[config.mk]
export PLATFORM = sky130hd
export DESIGN_NAME = ks_sched
export DESIGN_NICKNAME = d
export VERILOG_FILES = /design/src/rtl/ks_pkg.sv /design/src/rtl/ks_sched_rr_arbiter.sv /design/src/rtl/ks_sched.sv
export SDC_FILE = /design/constraint.sdc
export NUM_CORES = 1
export LEC_CHECK = 0
export CAP_MARGIN = 5
export CORE_AREA = 2 2 503 505
export DETAILED_ROUTE_END_ITERATION = 8
export DIE_AREA = 0 0 505 507
export HOLD_SLACK_MARGIN = 0.03
export PLACE_DENSITY = 0.37
export SLEW_MARGIN = 15
export SYNTH_ARGS = -nofsm -noshare
export SYNTH_HDL_FRONTEND = slang
export SYNTH_SLANG_ARGS = --single-unit
[constraint.sdc]
create_clock -name clk -period 2.9 [get_ports clk]
set_input_delay 0.58 -clock clk [delete_from_list [all_inputs] [get_ports clk]]
set_output_delay 0.58 -clock clk [all_outputs]
set_load 0.005 [all_outputs]
[src/rtl/ks_pkg.sv]
// Shared widths, key-width code type and controller state encoding
// for the key-schedule sharing controller.
package ks_pkg;

  localparam int KWIDTHMAX_DEF = 256;
  localparam int CWIDTH_DEF    = 192;
  localparam int XWIDTH_DEF    = 64;

  typedef logic [1:0] kwidth_t;

  localparam kwidth_t KW_RSVD = 2'b11;

  typedef enum logic [1:0] {
    IDLE,
    START,
    BUSY,
    RESP
  } ks_sched_state_t;

endpackage

[src/rtl/ks_sched_rr_arbiter.sv]
// Combinational round-robin arbiter: grants the first requester after ptr_i.
// Ports: req_i (requests), ptr_i (last winner), en_i, gnt_o (one-hot), gnt_id_o.
module rr_arbiter #(
  parameter int NREQ = 2,
  parameter int IDW  = $clog2(NREQ)
) (
  input  logic [NREQ-1:0] req_i,
  input  logic [IDW-1:0]  ptr_i,
  input  logic            en_i,
  output logic [NREQ-1:0] gnt_o,
  output logic [IDW-1:0]  gnt_id_o
);

  logic [IDW-1:0] idx;
  logic           found;

  always_comb begin
    gnt_o    = '0;
    gnt_id_o = '0;
    idx      = '0;
    found    = 1'b0;
    for (int k = 1; k <= NREQ; k++) begin
      idx = IDW'((int'(ptr_i) + k) % NREQ);
      if (en_i && !found && req_i[idx]) begin
        found       = 1'b1;
        gnt_o[idx]  = 1'b1;
        gnt_id_o    = idx;
      end
    end
  end

endmodule

[src/rtl/ks_sched.sv]
// Shares one key-schedule engine between NREQ cores: round-robin accept,
// start pulse, capture on done edge, tagged response. Optional macro:
// KS_SCHED_CACHE_EN adds a single-entry result cache.
// Ports: req_* (requests), rsp_* (responses), ks_* (engine side).
module ks_sched
  import ks_pkg::*;
#(
  parameter int NREQ      = 2,
  parameter int KWIDTHMAX = KWIDTHMAX_DEF,
  parameter int CWIDTH    = CWIDTH_DEF,
  parameter int XWIDTH    = XWIDTH_DEF,
  parameter int IDW       = $clog2(NREQ)
) (
  input  logic                      clk,
  input  logic                      reset,
  input  logic [NREQ-1:0]           req_valid,
  input  logic [NREQ*KWIDTHMAX-1:0] req_key,
  input  logic [NREQ*2-1:0]         req_kwidth,
  output logic [NREQ-1:0]           req_ready,
  output logic                      rsp_valid,
  input  logic                      rsp_ready,
  output logic [IDW-1:0]            rsp_id,
  output logic                      rsp_err,
  output logic [CWIDTH-1:0]         rsp_cout,
  output logic [XWIDTH-1:0]         rsp_xout,
  output logic [KWIDTHMAX-1:0]      ks_k,
  output logic [1:0]                ks_kWidth,
  output logic                      ks_start,
  input  logic                      ks_done,
  input  logic [CWIDTH-1:0]         ks_cout,
  input  logic [XWIDTH-1:0]         ks_xout
);

  ks_sched_state_t state_q, state_d;

  logic [IDW-1:0]       rr_ptr_q, rr_ptr_d;
  logic [KWIDTHMAX-1:0] key_q, key_d;
  kwidth_t              kw_q, kw_d;
  logic [IDW-1:0]       id_q, id_d;
  logic                 err_q, err_d;
  logic [CWIDTH-1:0]    cout_q, cout_d;
  logic [XWIDTH-1:0]    xout_q, xout_d;
  logic                 done_q;

  logic [NREQ-1:0]      gnt;
  logic [IDW-1:0]       gnt_id;
  logic                 arb_en;
  logic [KWIDTHMAX-1:0] g_key;
  kwidth_t              g_kw;
  logic                 cap;
  logic                 hit;
  logic [CWIDTH-1:0]    hit_cout;
  logic [XWIDTH-1:0]    hit_xout;

  // Reset is folded in so the combinational grant is also 0 in reset.
  assign arb_en = (state_q == IDLE) && reset;

  rr_arbiter #(
    .NREQ (NREQ),
    .IDW  (IDW)
  ) u_arb (
    .req_i    (req_valid),
    .ptr_i    (rr_ptr_q),
    .en_i     (arb_en),
    .gnt_o    (gnt),
    .gnt_id_o (gnt_id)
  );

  always_comb begin
    g_key = '0;
    g_kw  = '0;
    for (int i = 0; i < NREQ; i++) begin
      if (gnt[i]) begin
        g_key = req_key[i*KWIDTHMAX +: KWIDTHMAX];
        g_kw  = req_kwidth[i*2 +: 2];
      end
    end
  end

  // A done level already high on BUSY entry is not an edge.
  assign cap = (state_q == BUSY) && ks_done && !done_q;

`ifdef KS_SCHED_CACHE_EN
  logic                 c_vld_q;
  logic [KWIDTHMAX-1:0] c_key_q;
  kwidth_t              c_kw_q;
  logic [CWIDTH-1:0]    c_cout_q;
  logic [XWIDTH-1:0]    c_xout_q;

  always_ff @(posedge clk or negedge reset) begin
    if (!reset) begin
      c_vld_q  <= 1'b0;
      c_key_q  <= '0;
      c_kw_q   <= '0;
      c_cout_q <= '0;
      c_xout_q <= '0;
    end else if (cap) begin
      c_vld_q  <= 1'b1;
      c_key_q  <= key_q;
      c_kw_q   <= kw_q;
      c_cout_q <= ks_cout;
      c_xout_q <= ks_xout;
    end
  end

  assign hit = c_vld_q && (c_key_q == g_key)
               && (c_kw_q == g_kw);
  assign hit_cout = c_cout_q;
  assign hit_xout = c_xout_q;
`else
  assign hit      = 1'b0;
  assign hit_cout = '0;
  assign hit_xout = '0;
`endif

  always_comb begin
    state_d  = state_q;
    rr_ptr_d = rr_ptr_q;
    key_d    = key_q;
    kw_d     = kw_q;
    id_d     = id_q;
    err_d    = err_q;
    cout_d   = cout_q;
    xout_d   = xout_q;
    unique case (state_q)
      IDLE: begin
        if (|gnt) begin
          rr_ptr_d = gnt_id;
          key_d    = g_key;
          kw_d     = g_kw;
          id_d     = gnt_id;
          if (g_kw == KW_RSVD) begin
            err_d   = 1'b1;
            cout_d  = '0;
            xout_d  = '0;
            state_d = RESP;
          end else if (hit) begin
            err_d   = 1'b0;
            cout_d  = hit_cout;
            xout_d  = hit_xout;
            state_d = RESP;
          end else begin
            state_d = START;
          end
        end
      end
      START: state_d = BUSY;
      BUSY: begin
        if (cap) begin
          err_d   = 1'b0;
          cout_d  = ks_cout;
          xout_d  = ks_xout;
          state_d = RESP;
        end
      end
      RESP: begin
        if (rsp_ready) state_d = IDLE;
      end
      default: state_d = IDLE;
    endcase
  end

  always_ff @(posedge clk or negedge reset) begin
    if (!reset) begin
      state_q  <= IDLE;
      rr_ptr_q <= IDW'(NREQ - 1);
      key_q    <= '0;
      kw_q     <= '0;
      id_q     <= '0;
      err_q    <= 1'b0;
      cout_q   <= '0;
      xout_q   <= '0;
      done_q   <= 1'b0;
    end else begin
      state_q  <= state_d;
      rr_ptr_q <= rr_ptr_d;
      key_q    <= key_d;
      kw_q     <= kw_d;
      id_q     <= id_d;
      err_q    <= err_d;
      cout_q   <= cout_d;
      xout_q   <= xout_d;
      done_q   <= ks_done;
    end
  end

  assign req_ready = gnt;
  assign rsp_valid = (state_q == RESP);
  assign rsp_id    = id_q;
  assign rsp_err   = err_q;
  assign rsp_cout  = cout_q;
  assign rsp_xout  = xout_q;
  assign ks_k      = key_q;
  assign ks_kWidth = kw_q;
  assign ks_start  = (state_q == START);

endmodule
==> reports/results.ini, run 1 <==
[outcome]
status=finished with violations
failed_checks=design-rule violations

[routing]
wl_um=192000
viasPerCell=3.47
dr.pass1.iters=9
wire_per_inst_um=29.4
drcViolationCount=3
dr.first_iter.drc_count=2483
detail-route-antenna-nets=0
vias=22600

[worst_hold_path]
hp-class=primary input to flop
holdPathStages=1
whs_endpoint=done_q
worstHoldStart=ks_done

[final_layout]
nFillCells=28000
multi_input_area_sq_mm=0.00644
nNetsFinal=3873
finalNonFillerCells=6522
syn_to_final_growth_pct=95.9
fin_util_pct=16.6
seq_area_sq_mm=0.0130
drive_gt1_share_pct=8.52

[setup_path]
path_class=primary input to output pin
arrival_ns=2.20
r2r_cells=11
slowest_delay_ns=0.56
reg2reg_from=state_q[1]
critical-path-slowest-cell=dlygate4sd3_1
cp_max_fo=4
cp-start-kind=primary input
endpoint_kind=output pin
worstPathCellList=dlygate4sd3_1 -> buf_8 -> nand3_1 -> a21oi_4 -> buf_12 -> dlygate4sd2_1
r2r_slack_ns=0.29
required_ns=2.32
rr_endpoint=rsp_cout[72]

[global_routing]
grt_pass1_wl_um=244000
overflow=0
track_usage_pct=14.4
grt_pass1_vias=23000
antenna_found_initial=148
grt_max_degree=109

[clocking]
insertion_delay_ns=0.71
cts_sinks=520
clockRootBuffer=clkbuf_16
numCtsBuffers=72
clk_pin_slew_ns=0.06
cts_max_level=3
cts_tree=done
clk_path_buf_depth=3

[logic_synthesis]
synth.distinct_cells=27
synth_warnings=0
syn_area_sq_mm=0.0212
synthCells=1785
synth-edff-count=0
seq_area_frac_synth_pct=61.5
synth_flop_cell=dfrtp_1
yosys-top-cells-area=dfrtp_1 61%, a222oi_1 12%, o2bb2ai_1 11%, nand3_1 6.1%, inv_1 4.7%
ys_ff_latch=520
synth_nets=2568
async_reset_ff_share_pct=100
avgSynthCellArea_sq_um=11.9
synth_top_area_share_pct=61.4
synth_top_cell_by_area=dfrtp_1

[sta]
finalCritPeriodShare_pct=96.0
slew_headroom_pct=40.3
hold_violations=0
fin_crit_ns=2.78
worst_pin_slew_ns=0.896
fin_skew_ns=0.0432
timing.hold.ws_ns=0.367
setup_viol=0
rsz0062_at_grt=false
fmax_mhz=359
slew_viol_final=0

[place]
gp_congestion=0.898
dpl.hpwl_um=157000
placed_cells=6356
numPortBuffers=1297

[floorplanning]
die_h_um=507
core-area_sq_mm=0.250
rows=184
die_w_um=505
dieArea_sq_mm=0.256
initial_core_util_pct=8.45
ios=1298

[power_and_ir_drop]
leakagePower_nw=16.7
power_density_mw_per_mm2=871
ir_drop_uv=372

[job]
maxCapViolCount=0

[cells in the mapped netlist, types with 2 or more instances]
cell type and count:
a21o_1 4, a21oi_1 3, a222oi_1 258, buf_1 4
buf_2 49, clkbuf_1 145, dfrtp_1 519, ha_1 5
inv_1 266, nand3_1 258, o21a_1 2, o21ai_1 2
o2bb2ai_1 256
[cells by family after synthesis]
family	Yosys count	share of synthesized area (%)
adders and majority gates	5	0.296
AOI/OAI and AO/OA	535	23.5
DFF	520	61.5
and+or+nand+nor	261	6.17
buffers and inverters	464	8.52
[worst max-delay path, delay by kind of cell]
family | cells | cell delay, ns
buffers and inverters | 4 | 1.21
AND/OR/NAND/NOR | 1 | 0.16
AO/OA/AOI/OAI | 1 | 0.19
[power breakdown]
part | leakage [nW] | switching (W) | total (W) | internal, W
clock network | 1.17 | 0.00407 | 0.00935 | 0.00529
registers | 6.81 | 0.00151 | 0.0110 | 0.00953
logic | 8.70 | 0.00787 | 0.0157 | 0.00785
total | 16.7 | 0.0134 | 0.0361 | 0.0227
[layer usage]
metal / vias up / routed length (um) / track usage [%]
li1: 9535 / - / -
met1: 11300 / 70900 / 15.8
met2: 1418 / 88500 / 23.3
met3: 324 / 28000 / 9.25
met4: 80 / 3830 / 3.00
met5: - / 520 / 0
[registers in the layout, indices dropped and copies added (netlist names)]
signal and flops:
rr_ptr_q 1, ks_k 256, done_q 1, state_q 2, rsp_id 1, rsp_err 1, ks_kWidth 2, rsp_cout 192
rsp_xout 64
[per-stage QoR]
step	cell area (sq um)	worst slack [ns]	TNS, ns	total power, W
final	41500	0.116	0	0.0361
after global routing	41400	0.0284	0	0.0383
after CTS	41400	0.00833	0	0.0370
after detailed placement	38900	-0.335	-78.26	0.0271
after global placement	38900	-0.368	-89.35	0.0271
after floorplan	21200	0.781	0	0.0164
[final cells by class]
cell class	instances	share of cell area, %
sequential	520	31.4
inverter	266	2.41
tap	3348	10.1
antenna	28	0.169
clock inverter	23	0.691
timing repair buffer	1429	34.6
multi-input combinational	801	15.5
clock buffer	107	5.10
[placed cells by master (no fill, tap or decap), types with 3 or more instances in the layout]
cell type,instances
inv_1,264
clkbuf_1,17
clkinvlp_4,3
ha_1,3
clkinv_4,4
a21o_1,3
o2bb2ai_1,256
clkbuf_16,72
buf_12,31
nand3_1,257
buf_4,108
clkinv_2,7
a222oi_1,258
clkdlybuf4s50_1,1285
dfrtp_1,518
clkbuf_8,18
diode_2,28
[worst max path at each step]
stage | from | endpoint | slack (ns) | cells after the start
5_1_grt | state_q[1] | req_ready[1] | 0.03 | 6
3_5_place_dp | req_valid[0] | rsp_cout[107] | -0.34 | 9
2_1_floorplan | state_q[0] | rsp_cout[151] | 0.78 | 9
4_1_cts | state_q[1] | req_ready[0] | 0.008 | 6
3_3_place_gp | req_valid[0] | rsp_cout[31] | -0.37 | 9
6_report | reset | req_ready[1] | 0.12 | 6
[repair_timing]
action                     in CTS  in global routing
resized for setup              10                  0
hold buffers                    2                  0
hold endpoints to repair        9                  0
setup endpoints to repair       2                  0
setup buffers                   6                  0
No activity file was read; power rests on OpenSTA's default activity.
==> run 2, diff against run 1 <==
--- a/config.mk
+++ b/config.mk
@@ -7,10 +7,12 @@
 export LEC_CHECK = 0
 export CAP_MARGIN = 5
 export CORE_AREA = 2 2 503 505
+export CTS_CLUSTER_DIAMETER = 200
 export DETAILED_ROUTE_END_ITERATION = 8
 export DIE_AREA = 0 0 505 507
+export DONT_BUFFER_PORTS = 1
 export HOLD_SLACK_MARGIN = 0.03
-export PLACE_DENSITY = 0.37
+export PLACE_DENSITY = 0.31
 export SLEW_MARGIN = 15
 export SYNTH_ARGS = -nofsm -noshare
 export SYNTH_HDL_FRONTEND = slang
==> reports/results.ini, run 2 (same netlist as run 1, synthesis figures left out) <==
[setup_path]
endpoint_kind=flop
required_ns=3.47
crit_path_frequent_cell=buf_4
cp-start-kind=flop
worstPathCellList=inv_2 -> ha_2 -> buf_4 -> nand3_2 -> a21oi_4 -> buf_16 -> buf_4 -> buf_4 -> bufbuf_16 -> a222oi_1 -> dlygate4sd3_1 -> inv_1
arrival_ns=3.36
path_class=flop to flop
cp_max_fo=6
critical-path-slowest-cell=dlygate4sd3_1
slowest_delay_ns=0.61

[clocking]
cts_sinks=520
numCtsBuffers=69
clk_path_buf_depth=3
clockRootBuffer=clkbuf_16
clk_pin_slew_ns=0.06
cts_tree=done
insertion_delay_ns=0.69
cts_max_level=3

[job]
maxCapViolCount=0

[floorplanning]
ios=1298
core-area_sq_mm=0.250
die_w_um=505
dieArea_sq_mm=0.256
initial_core_util_pct=8.45
die_h_um=507
rows=184

[final_layout]
largest_register_ffs=256
nNetsFinal=3295
nFillCells=28200
drive_gt1_share_pct=8.93
final_cell_mix=736 x dlygate4sd3_1, 519 x dfrtp_1, 265 x inv_1
postLayoutCellArea_sq_mm=0.0361
fin_util_pct=14.4
syn_to_final_growth_pct=70.8
finalNonFillerCells=5964
final_common_cell=dlygate4sd3_1

[place]
placed_cells=5022
place_ws_ns=-0.0763
place_area_sq_mm=0.0256
numPortBuffers=0
gp_congestion=0.875
dpl.hpwl_um=130000

[sta]
slew_viol_final=0
fin_crit_ns=2.79
tns_ns=0
finalCritPeriodShare_pct=96.2
fin_skew_ns=0.0284
slew_headroom_pct=40.3
hold_violations=0
rsz0062_at_grt=false
setup_ws_ns=0.111
worst_pin_slew_ns=0.896
setup_viol=0
fmax_mhz=359

[routing]
wl_um=171000
viasPerCell=3.54
dr.first_iter.drc_count=2906
wire_per_inst_um=28.7
dr.pass1.iters=9
drcViolationCount=19
detail-route-antenna-nets=0
vias=21100

[global_routing]
overflow=0
grt_pass1_wl_um=218000
track_usage_pct=12.7
antenna_found_initial=139
grt_pass1_vias=21400
grt_max_degree=524

[power_and_ir_drop]
power_density_mw_per_mm2=882
leakagePower_nw=14.8
ir_drop_uv=399

[outcome]
status=finished with violations
failed_checks=design-rule violations

[worst_hold_path]
hp-class=primary input to asynchronous set/reset pin

[run 2: critical path: cells and delay by family, from the launching register on]
| kind | cells | cell delay (ns) |
|---|---|---|
| fa+ha+maj | 1 | 0.17 |
| buf+inv | 8 | 1.63 |
| flops | 1 | 0.37 |
| simple gates | 1 | 0.09 |
| compound gates | 2 | 0.40 |
[run 2: power by group]
group	switching (W)	leakage (nW)	internal, W	total (W)
clock	0.00376	1.12	0.00528	0.00904
combinational	0.00563	6.90	0.00456	0.0102
sequential	0.00311	6.81	0.00953	0.0126
[run 2: final timing paths]
kind	startpoint	end	slack, ns	cells after the start
hold / removal	reset	rsp_cout[34]	0.07	3
setup reg to reg	state_q[1]	ks_k[121]	0.11	12
max in group asynchronous	reset	ks_k[206]	0.30	4
min in group clk	req_key[492]	ks_k[236]	0.07	2
hold reg to reg	rsp_xout[38]	rsp_xout[38]	0.52	1
setup / recovery	state_q[1]	ks_k[121]	0.11	12
[run 2: routing by layer]
layer | share of wire [%] | GRT usage (%) | vias to the layer above
met5 | 0.16 | 0 | -
met4 | 5.3 | 6.12 | 40
met3 | 12 | 5.58 | 388
met2 | 46 | 20.6 | 1688
met1 | 36 | 14.1 | 10600
li1 | - | - | 8393
[run 2: final cells by class]
| cell class | instances | area [sq um] | share of cell area (%) |
|---|---|---|---|
| diodes | 51 | 128 | 0.353 |
| clock buffers | 104 | 1970 | 5.45 |
| clock inverters | 20 | 342 | 0.945 |
| inverters | 266 | 998 | 2.76 |
| multi-input cells | 801 | 6430 | 17.8 |
| flip-flops and latches | 520 | 13000 | 36.0 |
| well taps | 3348 | 4190 | 11.6 |
| repair buffers | 854 | 9080 | 25.1 |
[run 2: what timing repair did]
| action | in CTS | in global routing |
|---|---|---|
| hold buffers | 737 | 6 |
| pin swaps | 0 | 2 |
| hold endpoints to repair | 999 | 139 |
| setup endpoints to repair | 2 | 520 |
| buffers inserted | 11 | 0 |
| resized for setup | 13 | 7 |
| gates cloned | 9 | 4 |
[run 2: metrics by stage]
step                      total power (W)  hold WS (ns)
after floorplan                    0.0164         0.284
after global placement             0.0208         0.307
after detailed placement           0.0208         0.307
after CTS                          0.0322        -0.490
after global routing               0.0337        0.0394
final                              0.0319        0.0655
